$ cat src/rtl/display_scheduler_if.sv
// Display ownership bundle: two requesters in, grants, digits and blank out.
// master = application side, slave = scheduler side.
interface display_scheduler_if;
  logic        req_a;
  logic [15:0] value_a;
  logic        req_b;
  logic [15:0] value_b;
  logic        grant_a;
  logic        grant_b;
  logic [3:0]  number3;
  logic [3:0]  number2;
  logic [3:0]  number1;
  logic [3:0]  number0;
  logic        blank;

  modport master (
    output req_a, value_a, req_b, value_b,
    input  grant_a, grant_b,
    input  number3, number2, number1, number0,
    input  blank
  );

  modport slave (
    input  req_a, value_a, req_b, value_b,
    output grant_a, grant_b,
    output number3, number2, number1, number0,
    output blank
  );
endinterface

$ cat src/rtl/display_scheduler.sv
// Round-robin display arbiter with minimum dwell under contention.
// Ports: clock, reset_n (async low), bus (slave: reqs/values in, grants/digits/blank out).
module display_scheduler #(
  parameter int DWELL_CYCLES = 50000000,
  parameter int CNT_W        = 26
) (
  input logic                clock,
  input logic                reset_n,
  display_scheduler_if.slave bus
);

  localparam logic [1:0] IDLE   = 2'd0;
  localparam logic [1:0] SHOW_A = 2'd1;
  localparam logic [1:0] SHOW_B = 2'd2;

  localparam logic [CNT_W-1:0] CNT_LAST = CNT_W'(DWELL_CYCLES - 1);

  logic [1:0]       state_q, state_d;
  logic [CNT_W-1:0] cnt_q, cnt_d;
  // 1 = B was served last
  logic             last_b_q, last_b_d;
  logic [15:0]      num_q, num_d;
  logic             grant_a_q, grant_a_d;
  logic             grant_b_q, grant_b_d;
  logic             blank_q, blank_d;

  logic dwell_done;
  logic to_a;
  logic to_b;

  assign dwell_done = (cnt_q == CNT_LAST);

  always_comb begin
    to_a = 1'b0;
    to_b = 1'b0;
    state_d = state_q;
    cnt_d = cnt_q;
    last_b_d = last_b_q;
    num_d = num_q;
    case (state_q)
      IDLE: begin
        if (bus.req_a && (!bus.req_b || last_b_q)) to_a = 1'b1;
        else if (bus.req_b)                        to_b = 1'b1;
      end
      SHOW_A: begin
        if (!bus.req_a && bus.req_b) to_b = 1'b1;
        else if (!bus.req_a) begin
          state_d = IDLE;
          num_d = '0;
        end else if (bus.req_b && dwell_done) to_b = 1'b1;
        else begin
          num_d = bus.value_a;
          if (!dwell_done) cnt_d = cnt_q + 1'b1;
        end
      end
      SHOW_B: begin
        if (!bus.req_b && bus.req_a) to_a = 1'b1;
        else if (!bus.req_b) begin
          state_d = IDLE;
          num_d = '0;
        end else if (bus.req_a && dwell_done) to_a = 1'b1;
        else begin
          num_d = bus.value_b;
          if (!dwell_done) cnt_d = cnt_q + 1'b1;
        end
      end
      default: begin
        state_d = IDLE;
        num_d = '0;
      end
    endcase
    if (to_a) begin
      state_d = SHOW_A;
      cnt_d = '0;
      last_b_d = 1'b0;
      num_d = bus.value_a;
    end
    if (to_b) begin
      state_d = SHOW_B;
      cnt_d = '0;
      last_b_d = 1'b1;
      num_d = bus.value_b;
    end
    grant_a_d = (state_d == SHOW_A);
    grant_b_d = (state_d == SHOW_B);
    blank_d = (state_d == IDLE);
  end

  always_ff @(posedge clock or negedge reset_n) begin
    if (!reset_n) begin
      state_q <= IDLE;
      cnt_q <= '0;
      last_b_q <= 1'b1;
      num_q <= '0;
      grant_a_q <= 1'b0;
      grant_b_q <= 1'b0;
      blank_q <= 1'b1;
    end else begin
      state_q <= state_d;
      cnt_q <= cnt_d;
      last_b_q <= last_b_d;
      num_q <= num_d;
      grant_a_q <= grant_a_d;
      grant_b_q <= grant_b_d;
      blank_q <= blank_d;
    end
  end

  assign bus.grant_a = grant_a_q;
  assign bus.grant_b = grant_b_q;
  assign bus.number3 = num_q[15:12];
  assign bus.number2 = num_q[11:8];
  assign bus.number1 = num_q[7:4];
  assign bus.number0 = num_q[3:0];
  assign bus.blank = blank_q;

endmodule

$ cat src/flat_wrapper.sv
// flat-port wrapper written by rule: the top's interface ports become plain ports
module display_scheduler_flat 
#(
  parameter int DWELL_CYCLES = 50000000,
  parameter int CNT_W        = 26
)
  (clock, reset_n, bus_req_a, bus_value_a, bus_req_b, bus_value_b, bus_grant_a, bus_grant_b, bus_number3, bus_number2, bus_number1, bus_number0, bus_blank);
  display_scheduler_if bus_i ();
  input logic clock;
  input logic reset_n;
  input wire logic [$bits(bus_i.req_a)-1:0] bus_req_a;
  input wire logic [$bits(bus_i.value_a)-1:0] bus_value_a;
  input wire logic [$bits(bus_i.req_b)-1:0] bus_req_b;
  input wire logic [$bits(bus_i.value_b)-1:0] bus_value_b;
  output wire logic [$bits(bus_i.grant_a)-1:0] bus_grant_a;
  output wire logic [$bits(bus_i.grant_b)-1:0] bus_grant_b;
  output wire logic [$bits(bus_i.number3)-1:0] bus_number3;
  output wire logic [$bits(bus_i.number2)-1:0] bus_number2;
  output wire logic [$bits(bus_i.number1)-1:0] bus_number1;
  output wire logic [$bits(bus_i.number0)-1:0] bus_number0;
  output wire logic [$bits(bus_i.blank)-1:0] bus_blank;
  assign bus_i.req_a = bus_req_a;
  assign bus_i.value_a = bus_value_a;
  assign bus_i.req_b = bus_req_b;
  assign bus_i.value_b = bus_value_b;
  assign bus_grant_a = bus_i.grant_a;
  assign bus_grant_b = bus_i.grant_b;
  assign bus_number3 = bus_i.number3;
  assign bus_number2 = bus_i.number2;
  assign bus_number1 = bus_i.number1;
  assign bus_number0 = bus_i.number0;
  assign bus_blank = bus_i.blank;
  display_scheduler #(.DWELL_CYCLES(DWELL_CYCLES), .CNT_W(CNT_W)) u_core (.clock(clock), .reset_n(reset_n), .bus(bus_i));
endmodule
$ cat config.mk
export PLATFORM = sky130hd
export DESIGN_NAME = display_scheduler_flat
export DESIGN_NICKNAME = d
export VERILOG_FILES = /design/src/rtl/display_scheduler_if.sv /design/src/rtl/display_scheduler.sv /design/src/flat_wrapper.sv
export SDC_FILE = /design/constraint.sdc
export NUM_CORES = 1
export LEC_CHECK = 0
export BUFFER_PORTS_ARGS = -buffer_cell sky130_fd_sc_hd__buf_2
export CORE_MARGIN = 10
export CORE_UTILIZATION = 50
export CTS_CLUSTER_SIZE = 12
export DETAILED_ROUTE_END_ITERATION = 16
export GPL_ROUTABILITY_DRIVEN = 0
export MAX_ROUTING_LAYER = met4
export PLACE_DENSITY = 0.77
export SETUP_SLACK_MARGIN = 0.02
export SLEW_MARGIN = 20
export SYNTH_ARGS = -nofsm -noshare
export SYNTH_HDL_FRONTEND = slang
export SYNTH_SLANG_ARGS = --single-unit
$ cat constraint.sdc
create_clock -name clock -period 2.03 [get_ports clock]
set_clock_uncertainty 0.2 [all_clocks]
set_input_delay 0.3045 -clock clock [delete_from_list [all_inputs] [get_ports clock]]
set_output_delay 0.3045 -clock clock [all_outputs]
set_load 0.01 [all_outputs]
==> impl_metrics.toml <==
[worst_setup_path]
cp_common_cell = "buf_4"
crit_required_ns = 2.03
ff2ff_setup_slack_ns = -0.40
critPathTopFamily = "simple AND/OR/NAND/NOR gates"
critical_path.startpoint = "u_core.cnt_q[11]$_DFFE_PN0P_"
crit_path_max_incr_delay_ns = 0.57
crit_slowest_cell = "or4b_4"
cp-end-kind = "flop"
r2r_start = "u_core.cnt_q[11]$_DFFE_PN0P_"
cp_cell_sequence = "or4b_4 -> nor4_4 -> buf_4 -> buf_4 -> a31oi_1 -> buf_4 -> a22oi_1 -> mux2i_1"
cp-start-kind = "flop"
timing_worst_setup_path_type = "reg2reg"
cp_data_arrival_time_ns = 2.43
crit_buf_inv = 3
cp_max_fo = 13

[floorplan]
io_pins = 55
die_w_um = 97.92
core_mm2 = 0.005921
start_util = 0.5127
fp-row-count = 28
die_area_mm2 = 0.009587
die_y_um = 97.92

[sta]
final-hold-violation-count = 0
finalCritPeriodShare = 1.197
setup_viol = 48
rsz0062_at_grt = "true"
max_freq_ghz = 0.4116
tightest_slew_ns = 0.5888
fin_crit_ns = 2.430
hold_ws_ns = 0.03268
drv_slew = 0
worst_slack_ns = -0.3996
tns_ns = -15.46
relSlewSlack = 0.6075

[place]
numPortBuffers = 54
placed_cell_area_mm2 = 0.003931
dp_cells = 495
hpwl_mm = 6.353

[synthesis]
netlist.top_cell.by_area = "dfrtp_1"
syn_area_per_cell_um2 = 9.398
async_reset_ff_frac = 1.000
synth.top_cells.by_area = "dfrtp_1 38%, mux2i_1 9.9%, a22oi_1 7.2%"
synthCells = 323
yosys.area.top_type_share = 0.3792
yosys_warnings = 0
ys_types = 50
ys_ff_latch = 48
synth_nets = 364
synthesis.area_mm2 = 0.003035
synth_edf_count = 0
synth_ff_type = "dfrtp_1"
synth_seq_area_share = 0.3965

[cells_and_area]
antenna_cells = 0
syn2layout_area_growth_pct = 48.31
stdcell_count = 519
final_cell_area_mm2 = 0.004502
utilization = 0.7604
finalNetCount = 484
drive_above_1_share = 0.4662

[routing]
ant_nets = 0
viasPerCell = 6.276
wl_mm = 10.73
drc = 0
vias = 3257
wl_per_cell_um = 20.67
initialDrtViolationCount = 238
dr.pass1.iters = 7

[global_route]
grt_pass1_wl_mm = 15.81
grt_pass1_vias = 3310
antenna_found_initial = 0
grt_overflow = 0
track_usage = 0.2003
grt_max_degree = 27

[clocking]
cts_tree = "yes"
clock_latency_ns = 0.32
h-tree-depth = 2
clk_pin_slew_ns = 0.09
clk_path_buf_depth = 2
cts-root-buf = "clkbuf_8"
cts_buffers = 5
clkSinkCount = 48

[worst_hold_path]
hp-start = "bus_value_b[15]"
min_path_type = "in2reg"

[pwr]
cellLeakagePower_nw = 1.907
powerDensity_mw_per_mm2 = 1205
ir_worst_vdd_mv = 0.8345

[outcome]
violations = "setup timing"
status = "finished with violations"

[job]
maxCapViolCount = 0
[through the flow]
stage	setup WS (ns)	total power [mW]
floorplan	-0.1423	2.912
global placement	-0.2066	3.728
detailed placement	-0.3635	3.838
CTS	-0.2479	4.882
global route	-0.4817	5.681
finish	-0.3996	5.424
[layout make-up]
cell class	count	area [um^2]
timing repair buffer	135	1062
clock buffer	7	76.32
sequential	48	1205
inverter	7	28.78
tap	75	93.84
fill	377	1419
multi-input combinational	246	2006
clock inverter	1	30.03
[layer usage]
metal / wire length, um / global-route usage
met3: 528 / 0.03312
met4: 386 / 0.08277
met5: 0 / -
met1: 4208 / 0.2278
met2: 5604 / 0.3406
[worst reg2reg max path, cell delays in order (launching register included)]
cell,delay (ns)
dfrtp_1,0.41
or4b_4,0.57
nor4_4,0.27
buf_4,0.18
buf_4,0.10
a31oi_1,0.09
buf_4,0.21
a22oi_1,0.17
mux2i_1,0.11
[timing repair]
| action | CTS | global route |
|---|---|---|
| hold endpoints to repair | 20 | 0 |
| pin swaps | 1 | 13 |
| setup endpoints to repair | 48 | 48 |
| cloned | 2 | 3 |
| gates resized for setup | 21 | 47 |
| hold buffers | 1 | 0 |
| buffers inserted | 7 | 4 |
[cells in the final DEF (no fill, tap or decap), drive strengths merged, types with 4 or more instances in the layout]
cell,n
or4,12
xnor2,4
nor2,33
clkbuf,10
nor3,4
and4,5
nand2,12
o31ai,11
a22oi,29
nand3,12
nand4,9
mux2i,30
inv,7
a21oi,20
xor2,5
dfrtp,46
buf,131
or3,6
o21ai,10
ha,5
and2,6
[synthesized netlist by cell type (all sizes together), types with 5 or more instances]
cell    count
dfrtp      46
nor2       33
mux2i      30
a22oi      29
a21oi      20
clkbuf     13
nand2      12
nand3      12
or4        12
o31ai      11
o21ai      10
buf         9
nand4       9
inv         7
and2        6
or3         6
and4        5
ha          5
xor2        5
[cell families (layout without fill, tap and decap cells)]
family          Yosys count  in the layout  share of synthesized area
mux                      30             30                    0.09893
fa+ha+maj                 5              5                    0.02061
simple gates            115            115                     0.2156
flops                    48             48                     0.3965
compound gates           87             87                     0.1954
xor+xnor                  9              9                    0.02597
buf+inv                  29            150                    0.04699
[path summary, 6_finish.rpt]
kind                                                endpoint  cells past startpoint
worst min register to register  u_core.num_q[15]$_DFFE_PN0P_                      2
worst max register to register   u_core.num_q[5]$_DFFE_PN0P_                      8
worst max-delay path             u_core.num_q[5]$_DFFE_PN0P_                      8
worst min-delay path            u_core.num_q[15]$_DFFE_PN0P_                      3
max in group asynchronous       u_core.cnt_q[20]$_DFFE_PN0P_                      3
min in group asynchronous       u_core.cnt_q[15]$_DFFE_PN0P_                      2
[report_power, final]
part | leakage (nW) | total (mW) | internal [mW] | switching (mW)
registers | 0.636 | 1.34 | 1.19 | 0.149
clock network | 0.0524 | 0.709 | 0.369 | 0.340
logic | 1.22 | 3.38 | 1.60 | 1.78
total | 1.91 | 5.42 | 3.16 | 2.27
[sequential cells by signal, indices dropped and copies added (netlist names)]
name                cells
u_core.state_q          2
u_core.bus.blank        1
u_core.bus.grant_a      1
u_core.bus.grant_b      1
u_core.last_b_q         1
u_core.num_q           16
u_core.cnt_q           26
Note: power is estimated with default switching activity, not from simulation.
